## config.mk

```make
export PLATFORM = sky130hd
export DESIGN_NAME = imem_loader_flat
export DESIGN_NICKNAME = d
export VERILOG_FILES = /design/src/rtl/imem_loader_if.sv /design/src/rtl/imem_loader.sv /design/src/flat_wrapper.sv
export SDC_FILE = /design/constraint.sdc
export NUM_CORES = 1
export LEC_CHECK = 0
export BUFFER_PORTS_ARGS = -buffer_cell sky130_fd_sc_hd__buf_2
export CAP_MARGIN = 20
export CORE_AREA = 2 2 87 89
export CTS_CLUSTER_SIZE = 40
export DETAILED_ROUTE_END_ITERATION = 7
export DIE_AREA = 0 0 89 91
export HOLD_SLACK_MARGIN = 0.05
export PLACE_DENSITY = 0.74
export SYNTH_ARGS = -nofsm -noshare
export SYNTH_HDL_FRONTEND = slang
export SYNTH_SLANG_ARGS = --single-unit
export TNS_END_PERCENT = 100
```

## constraint.sdc

```tcl
create_clock -name clock -period 1.6 [get_ports clock]
set_input_delay 0 -clock clock [delete_from_list [all_inputs] [get_ports clock]]
set_output_delay 0 -clock clock [all_outputs]
set_load 0.01 [all_outputs]
```

## src/rtl/imem_loader_if.sv

```systemverilog
// Bus interfaces for imem_loader: the incoming byte stream and the instruction-memory word-write port.

interface byte_stream_if;
    logic       in_valid;
    logic [7:0] in_data;
    logic       in_ready;

    modport master (output in_valid, output in_data, input  in_ready);
    modport slave  (input  in_valid, input  in_data, output in_ready);
endinterface

interface imem_wr_if #(parameter int ADDR_W = 6);
    logic              mem_we;
    logic [ADDR_W-1:0] mem_addr;
    logic [31:0]       mem_wdata;

    modport master (output mem_we, output mem_addr, output mem_wdata);
    modport slave  (input  mem_we, input  mem_addr, input  mem_wdata);
endinterface

```

## src/rtl/imem_loader.sv

```systemverilog
// Byte-stream to instruction-memory word loader; holds the core in reset until a load completes.
// Optional trailing-checksum verification is enabled by defining IMEM_LOADER_CHECKSUM_EN.

module imem_loader #(
    parameter int ADDR_W = 6
) (
    input  logic              clock,
    input  logic              reset,
    input  logic              start,
    input  logic [ADDR_W-2:0] num_words,
    byte_stream_if.slave      in_bus,
    imem_wr_if.master         mem_bus,
    output logic              busy,
    output logic              done,
    output logic              err,
    output logic              core_hold
);

    localparam logic [2:0] IDLE  = 3'd0;
    localparam logic [2:0] RECV  = 3'd1;
    localparam logic [2:0] WRITE = 3'd2;
    localparam logic [2:0] FIN   = 3'd3;
`ifdef IMEM_LOADER_CHECKSUM_EN
    localparam logic [2:0] CHECK = 3'd4;
`endif

    localparam logic [ADDR_W-2:0] WORD_CAP = {1'b1, {(ADDR_W-2){1'b0}}};
    localparam logic [ADDR_W-2:0] ZERO_W   = {(ADDR_W-1){1'b0}};
    localparam logic [ADDR_W-2:0] ONE_W    = {{(ADDR_W-2){1'b0}}, 1'b1};

    function automatic logic [7:0] sum8(input logic [7:0] a, input logic [7:0] b);
        return a + b;
    endfunction

    logic [2:0]        state_r;
    logic [ADDR_W-2:0] count_r;
    logic [ADDR_W-2:0] idx_r;
    logic [1:0]        lane_r;
    logic [23:0]       word_r;
    logic              in_ready_r;
    logic              mem_we_r;
    logic [ADDR_W-1:0] mem_addr_r;
    logic [31:0]       mem_wdata_r;
    logic              busy_r;
    logic              done_r;
    logic              hold_r;
`ifdef IMEM_LOADER_CHECKSUM_EN
    logic [7:0]        sum_r;
    logic              err_r;
`endif

    logic              hs_s;
    logic [ADDR_W-2:0] idx_next_s;
    logic [ADDR_W-2:0] count_s;

    // Handshake, next word index and clamped word count.
    always_comb begin
        hs_s       = in_bus.in_valid & in_ready_r;
        idx_next_s = idx_r + ONE_W;
        if (num_words > WORD_CAP) begin
            count_s = WORD_CAP;
        end else begin
            count_s = num_words;
        end
    end

    // Load sequencer with registered outputs.
    always_ff @(posedge clock or negedge reset) begin
        if (!reset) begin
            state_r     <= IDLE;
            count_r     <= ZERO_W;
            idx_r       <= ZERO_W;
            lane_r      <= 2'd0;
            word_r      <= 24'd0;
            in_ready_r  <= 1'b0;
            mem_we_r    <= 1'b0;
            mem_addr_r  <= {ADDR_W{1'b0}};
            mem_wdata_r <= 32'd0;
            busy_r      <= 1'b0;
            done_r      <= 1'b0;
            hold_r      <= 1'b1;
`ifdef IMEM_LOADER_CHECKSUM_EN
            sum_r       <= 8'd0;
            err_r       <= 1'b0;
`endif
        end else begin
            mem_we_r <= 1'b0;
            done_r   <= 1'b0;
            case (state_r)
                IDLE: begin
                    if (start) begin
                        count_r <= count_s;
                        idx_r   <= ZERO_W;
                        lane_r  <= 2'd0;
                        hold_r  <= 1'b1;
                        busy_r  <= 1'b1;
`ifdef IMEM_LOADER_CHECKSUM_EN
                        sum_r   <= 8'd0;
                        err_r   <= 1'b0;
`endif
                        if (count_s == ZERO_W) begin
                            state_r <= FIN;
                        end else begin
                            state_r    <= RECV;
                            in_ready_r <= 1'b1;
                        end
                    end
                end
                RECV: begin
                    if (hs_s) begin
                        lane_r <= lane_r + 2'd1;
`ifdef IMEM_LOADER_CHECKSUM_EN
                        sum_r  <= sum8(sum_r, in_bus.in_data);
`endif
                        case (lane_r)
                            2'd0: word_r[7:0]   <= in_bus.in_data;
                            2'd1: word_r[15:8]  <= in_bus.in_data;
                            2'd2: word_r[23:16] <= in_bus.in_data;
                            default: begin
                                // Fourth byte goes straight into the write word.
                                mem_we_r    <= 1'b1;
                                mem_wdata_r <= {in_bus.in_data, word_r};
                                mem_addr_r  <= {idx_r[ADDR_W-3:0], 2'b00};
                                in_ready_r  <= 1'b0;
                                state_r     <= WRITE;
                            end
                        endcase
                    end
                end
                WRITE: begin
                    idx_r  <= idx_next_s;
                    lane_r <= 2'd0;
                    if (idx_next_s == count_r) begin
                        state_r <= FIN;
                    end else begin
                        state_r    <= RECV;
                        in_ready_r <= 1'b1;
                    end
                end
                FIN: begin
`ifdef IMEM_LOADER_CHECKSUM_EN
                    state_r    <= CHECK;
                    in_ready_r <= 1'b1;
`else
                    done_r  <= 1'b1;
                    busy_r  <= 1'b0;
                    hold_r  <= 1'b0;
                    state_r <= IDLE;
`endif
                end
`ifdef IMEM_LOADER_CHECKSUM_EN
                CHECK: begin
                    if (hs_s) begin
                        in_ready_r <= 1'b0;
                        done_r     <= 1'b1;
                        busy_r     <= 1'b0;
                        state_r    <= IDLE;
                        if (sum8(sum_r, in_bus.in_data) != 8'd0) begin
                            err_r  <= 1'b1;
                            hold_r <= 1'b1;
                        end else begin
                            err_r  <= 1'b0;
                            hold_r <= 1'b0;
                        end
                    end
                end
`endif
                default: begin
                    state_r    <= IDLE;
                    in_ready_r <= 1'b0;
                    busy_r     <= 1'b0;
                end
            endcase
        end
    end

    assign in_bus.in_ready   = in_ready_r;
    assign mem_bus.mem_we    = mem_we_r;
    assign mem_bus.mem_addr  = mem_addr_r;
    assign mem_bus.mem_wdata = mem_wdata_r;
    assign busy              = busy_r;
    assign done              = done_r;
    assign core_hold         = hold_r;
`ifdef IMEM_LOADER_CHECKSUM_EN
    assign err = err_r;
`else
    assign err = 1'b0;
`endif

endmodule

```

## src/flat_wrapper.sv

```systemverilog
// flat-port wrapper written by rule: the top's interface ports become plain ports
module imem_loader_flat 
#(
    parameter int ADDR_W = 6
)
  (clock, reset, start, num_words, busy, done, err, core_hold, in_bus_in_valid, in_bus_in_data, in_bus_in_ready, mem_bus_mem_we, mem_bus_mem_addr, mem_bus_mem_wdata);
  byte_stream_if in_bus_i ();
  imem_wr_if #(.ADDR_W(ADDR_W)) mem_bus_i ();
  input  logic clock;
  input  logic reset;
  input  logic start;
  input  logic [ADDR_W-2:0] num_words;
  output logic busy;
  output logic done;
  output logic err;
  output logic core_hold;
  input wire logic [$bits(in_bus_i.in_valid)-1:0] in_bus_in_valid;
  input wire logic [$bits(in_bus_i.in_data)-1:0] in_bus_in_data;
  output wire logic [$bits(in_bus_i.in_ready)-1:0] in_bus_in_ready;
  output wire logic [$bits(mem_bus_i.mem_we)-1:0] mem_bus_mem_we;
  output wire logic [$bits(mem_bus_i.mem_addr)-1:0] mem_bus_mem_addr;
  output wire logic [$bits(mem_bus_i.mem_wdata)-1:0] mem_bus_mem_wdata;
  assign in_bus_i.in_valid = in_bus_in_valid;
  assign in_bus_i.in_data = in_bus_in_data;
  assign in_bus_in_ready = in_bus_i.in_ready;
  assign mem_bus_mem_we = mem_bus_i.mem_we;
  assign mem_bus_mem_addr = mem_bus_i.mem_addr;
  assign mem_bus_mem_wdata = mem_bus_i.mem_wdata;
  imem_loader #(.ADDR_W(ADDR_W)) u_core (.clock(clock), .reset(reset), .start(start), .num_words(num_words), .in_bus(in_bus_i), .mem_bus(mem_bus_i), .busy(busy), .done(done), .err(err), .core_hold(core_hold));
endmodule
```

==> results of run 1 <==
-- placed cells by master (no fill, tap or decap), types with 4 or more instances in the layout --
cell,Yosys,final
inv_1,8,7
clkbuf_8,0,10
dlygate4sd3_1,0,19
o21ai_0,12,12
dfrtp_1,78,78
buf_12,3,4
nor2_1,5,4
mux2_4,29,29
buf_2,2,56
ha_1,9,5
nand3_1,4,4
buf_4,4,11
nand2_1,14,14
mux2_2,32,32
-- stage by stage --
stage	instances	hold WS [ps]
2_1_floorplan	248	-296
5_1_grt	443	91.8
4_1_cts	443	58.7
3_3_place_gp	408	-102
6_report	443	74.0
3_5_place_dp	408	-96.3
-- worst max-delay path, stage by stage, from the launching register on --
cell and delay [ps]:
dfrtp_1 400, inv_1 90, ha_2 180, inv_2 70
nor2_8 150, nand2_8 80, buf_12 160, mux2_4 300
-- repair_timing --
action / in CTS / in global routing
pin swaps: 0 / 2
hold endpoints to repair: 116 / 0
hold buffers: 19 / 0
setup endpoints to repair: 1 / 32
resized for setup: 1 / 6
cloned: 0 / 0
buffers inserted: 0 / 0
-- routing by layer --
metal,vias to the layer above,part of all wire (%)
met5,-,0
met4,0,1.2
met3,8,3.6
met2,55,50
met1,1087,45
li1,1045,-
-- final timing paths --
kind,to,slack (ps),startpoint,cells after the start
max in group asynchronous,u_core.mem_bus.mem_wdata[21],940,reset,3
worst max register to register,u_core.mem_bus.mem_wdata[14],50,u_core.state_r[1],7
worst max-delay path,u_core.mem_bus.mem_wdata[14],50,u_core.state_r[1],7
min in group clock,u_core.lane_r[0],80,in_bus_in_valid,4
worst min register to register,u_core.mem_bus.mem_wdata[16],500,u_core.word_r[16],1
worst min-delay path,u_core.mem_bus.mem_wdata[5],70,reset,2
-- power breakdown --
part	switching (mW)	internal [mW]
registers	0.274	2.40
clock network	0.748	1.09
logic	0.773	0.806
total	1.80	4.29
-- cell families after synthesis --
group                      after synthesis  share of synthesized area, %
DFF                                     79                          56.1
and+or+nand+nor                         41                          6.71
other                                    1                         0.106
buffers and inverters                   19                          3.90
xor gates and xnor gates                 5                          1.24
muxes                                   64                          23.4
AOI/OAI and AO/OA                       28                          5.36
adders and majority gates                9                          3.19
-- area by class of cell --
cell class,count,area [um^2],share of cell area [%]
clock buffer,10,138,3.08
clock inverter,6,115,2.58
inverter,9,33.8,0.757
multi-input combinational,150,1440,32.3
sequential,79,1980,44.3
tap,99,124,2.77
timing repair buffer,90,633,14.2
-- state kept, by name, indices dropped and copies added, names as in the netlist --
signal / flops
u_core.mem_bus.mem_addr: 4
u_core.busy: 1
u_core.core_hold: 1
u_core.state_r: 2
u_core.mem_bus.mem_wdata: 32
u_core.idx_r: 5
u_core.count_r: 5
u_core.in_bus.in_ready: 1
u_core.word_r: 24
u_core.done: 1
u_core.lane_r: 2
u_core.mem_bus.mem_we: 1
==> impl_metrics.json, run 1 <==
{
  "grtUsageTotal_pct": 17.8,
  "first_iter_violations": 46,
  "grtUsageMet1_pct": 23.1,
  "yosysMostFrequentCell": "dfrtp_1",
  "worstSkewPairLatency_ps": 350,
  "cts.sinks": 79,
  "grt_pass1_wl_um": 11000,
  "use_met2_pct": 29.0,
  "netlist_top_cells_count": "78 x dfrtp_1, 32 x mux2_2, 29 x mux2_4",
  "finish.utilization_pct": 62.6,
  "routed_via_density": 4.95,
  "crit_fanout": 14,
  "cap_violations": 0,
  "clock_path_buffers": 2,
  "synth_cells": 246,
  "yosysWarnings": 0,
  "ys_seq_area_share_pct": 56.1,
  "antenna_cells": 0,
  "setup_viol_count_final": 0,
  "synth_ff_type": "dfrtp_1",
  "portBuffers": 57,
  "ys_types": 43,
  "syn_avg_cell_area_um2": 14.3,
  "power_density_nw_per_um2": 1360,
  "place_ws_ps": 21.7,
  "grt_pass1_vias": 2293,
  "worstHoldPathType": "input pin to async pin",
  "firstDrtPassIters": 4,
  "core_um2": 7140,
  "grt-busiest-layer": "met2",
  "synth_top_area_share_pct": 55.3,
  "hpwl_um": 4480,
  "placed_area_um2": 4000,
  "gp_congestion": 0.829,
  "grt_overflow": 0,
  "netlist_area_um2": 3530,
  "arrival_ps": 1790,
  "vias": 2195,
  "ys_async_sr_fraction_pct": 100,
  "drtAntennaViolNets": 0,
  "global_route.usage.met3_pct": 3.64,
  "cts_tree": "yes",
  "totalWireLength_um": 6650,
  "finalHoldViolCount": 0,
  "drive_above_1_share_pct": 48.0,
  "power_mw": 6.08,
  "areaGrowthSynthToFinish_pct": 26.6,
  "cp-start-kind": "flop",
  "synth_area_leader_cell": "dfrtp_1",
  "antenna_found_initial": 0,
  "cts_made_buffers": 9,
  "end_kind": "flop",
  "drcViolationCount": 0,
  "grt_max_degree": 39,
  "fin_area_um2": 4460,
  "synth_edf_count": 0,
  "die_area_um2": 8100,
  "start_util_pct": 49.4,
  "finalCritPeriodShare_pct": 96.9,
  "drv_slew": 0,
  "io_pins": 61,
  "worst_ir_drop_vdd_mv": 0.778,
  "skew_ps": 8.09,
  "die_w_um": 89,
  "cts_root_buffer": "clkbuf_8",
  "wl_per_cell_um": 15.0,
  "required_ps": 1840,
  "rsz0062_at_grt": "yes",
  "max_clock_freq_mhz": 645,
  "fin_tns_setup_ps": 0,
  "status": "finished, final reports clean",
  "fp.dieH_um": 91,
  "p_leak_nw": 2.42,
  "fin_ws_ps": 49.8,
  "period_needed_ps": 1550,
  "synth_area_leaders": "dfrtp_1 55%, mux2_4 12%, mux2_2 10%",
  "path_class": "flop to flop",
  "fp-row-count": 31,
  "clkSlewWorstSetupHoldPaths_ps": 80,
  "fin_nets": 365,
  "ys_ff_latch": 79,
  "num-fill-cells": 563,
  "h-tree-depth": 3
}
Power figures use the tool's default switching activity.
==> run 2: changes to the inputs <==
- PLACE_DENSITY: 0.74 -> unset
- PLACE_DENSITY_LB_ADDON: unset -> 0.15
==> impl_metrics.json, run 2 (synthesized netlist as in run 1, its figures left out) <==
{
  "cts_tree": "yes",
  "worst_ir_drop_vdd_mv": 0.831,
  "path_delay_family": "flip-flops",
  "rr_startpoint": "u_core.state_r[1]",
  "antenna_found_initial": 0,
  "core_um2": 7140,
  "worstHoldPathType": "input pin to flop",
  "vias": 2194,
  "worstSkewPairLatency_ps": 350,
  "largest_register_ffs": 32,
  "finalHoldViolCount": 0,
  "arrival_ps": 1780,
  "regToRegSetupSlack_ps": 50,
  "worst-path-buf-inv": 3,
  "hpwl_um": 4430,
  "drv_slew": 0,
  "crit_start": "u_core.state_r[1]",
  "antenna_cells": 0,
  "fin_tns_setup_ps": 0,
  "die_w_um": 89,
  "cts.sinks": 79,
  "crit_fanout": 12,
  "cpMaxStageDelayCell": "dfrtp_1",
  "routed_via_density": 4.90,
  "setup_viol_count_final": 0,
  "critical_path.cell_chain": "inv_1, ha_1, inv_2, nor2_8, nand2_8, buf_12, mux2_4",
  "power_density_nw_per_um2": 1330,
  "grt_overflow": 0,
  "p_leak_nw": 2.43,
  "h-tree-depth": 3,
  "post_cts_buffers": 0,
  "grt_pass1_wl_um": 10800,
  "grtUsageTotal_pct": 17.6,
  "drtAntennaViolNets": 0,
  "holdWs_ps": 78.9,
  "period_needed_ps": 1550,
  "timing.rr.end": "u_core.mem_bus.mem_wdata[11]",
  "wl_per_cell_um": 14.5,
  "drcViolationCount": 0,
  "slowest_delay_ps": 380,
  "fp-row-count": 31,
  "clock_path_buffers": 2,
  "io_pins": 61,
  "reg2reg_depth": 7,
  "drive_above_1_share_pct": 47.9,
  "die_area_um2": 8100,
  "totalWireLength_um": 6500,
  "start_util_pct": 49.4,
  "first_iter_violations": 59,
  "end_kind": "flop",
  "portBuffers": 57,
  "gp_congestion": 0.801,
  "finalCritPeriodShare_pct": 96.6,
  "path_depth": 7,
  "max_clock_freq_mhz": 647,
  "cp-start-kind": "flop",
  "rsz0062_at_grt": "no",
  "cts_root_buffer": "clkbuf_8",
  "path_class": "flop to flop",
  "worstSetupEndpoint": "u_core.mem_bus.mem_wdata[11]",
  "skew_ps": 7.49,
  "cap_violations": 0,
  "areaGrowthSynthToFinish_pct": 27.3,
  "grt_pass1_vias": 2228,
  "final_common_cell": "dfrtp_1",
  "required_ps": 1840,
  "final_cell_mix": "78 x dfrtp_1, 56 x buf_2, 32 x mux2_2",
  "fp.dieH_um": 91,
  "firstDrtPassIters": 4,
  "fin_nets": 370,
  "cts_made_buffers": 9,
  "grt_max_degree": 36,
  "clkSlewWorstSetupHoldPaths_ps": 80,
  "status": "finished, final reports clean"
}
## run 2: timing repair
item	in CTS	in global routing
pin swaps	0	1
setup endpoints to repair	2	6
gates resized for setup	2	5
hold buffers	19	0
hold endpoints to repair	118	0
## run 2: layout make-up
type,count,area [um^2]
Clock inverter,6,92.6
Clock buffer,10,128
Inverter,9,33.8
Timing Repair Buffer,95,671
Sequential cell,79,1980
Tap cell,99,124
Fill cell,601,2650
Multi-Input combinational cell,150,1460
## run 2: worst min-delay path by stage
stage,from,endpoint,slack [ps],cells past startpoint
floorplan,reset,u_core.busy,-300,0
global placement,reset,u_core.mem_bus.mem_wdata[13],-10,1
detailed placement,reset,u_core.mem_bus.mem_wdata[29],-10,1
CTS,in_bus_in_valid,u_core.lane_r[0],60,4
global route,in_bus_in_valid,u_core.lane_r[0],110,4
finish,in_bus_in_valid,u_core.lane_r[0],80,4
## run 2: worst register-to-register path, cell delays in order (launching register included)
cell     delay, ps
dfrtp_1        380
inv_1           70
ha_1           170
inv_2           70
nor2_8         170
nand2_8        100
buf_12         160
mux2_4         300
## run 2: power breakdown
part / switching [mW] / total (mW) / leakage [nW] / internal, mW
logic: 0.810 / 1.69 / 1.26 / 0.876
registers: 0.254 / 2.65 / 1.06 / 2.40
clock network: 0.735 / 1.62 / 0.104 / 0.889
total: 1.80 / 5.96 / 2.43 / 4.16
## run 2: metrics by stage
step / cell area [um^2] / power (mW) / instances / utilization, % / setup slack [ps]
after floorplan: 3530 / 3.65 / 248 / - / 9.13
after global placement: 4040 / 4.20 / 413 / 56.5 / 59.9
after detailed placement: 4040 / 4.26 / 413 / 56.5 / 3.57
after CTS: 4450 / 5.94 / 448 / 62.3 / 37.3
after global routing: 4490 / 6.36 / 448 / 62.9 / 9.24
final: 4490 / 5.96 / 448 / 62.9 / 54.3
## run 2: metal layers
metal / track usage [%] / up-vias / share of wire, %
met5: 0 / - / 0
met4: 8.21 / 0 / 1.6
met3: 3.18 / 10 / 3.7
met2: 27.6 / 47 / 50
met1: 23.6 / 1091 / 45
li1: - / 1046 / -
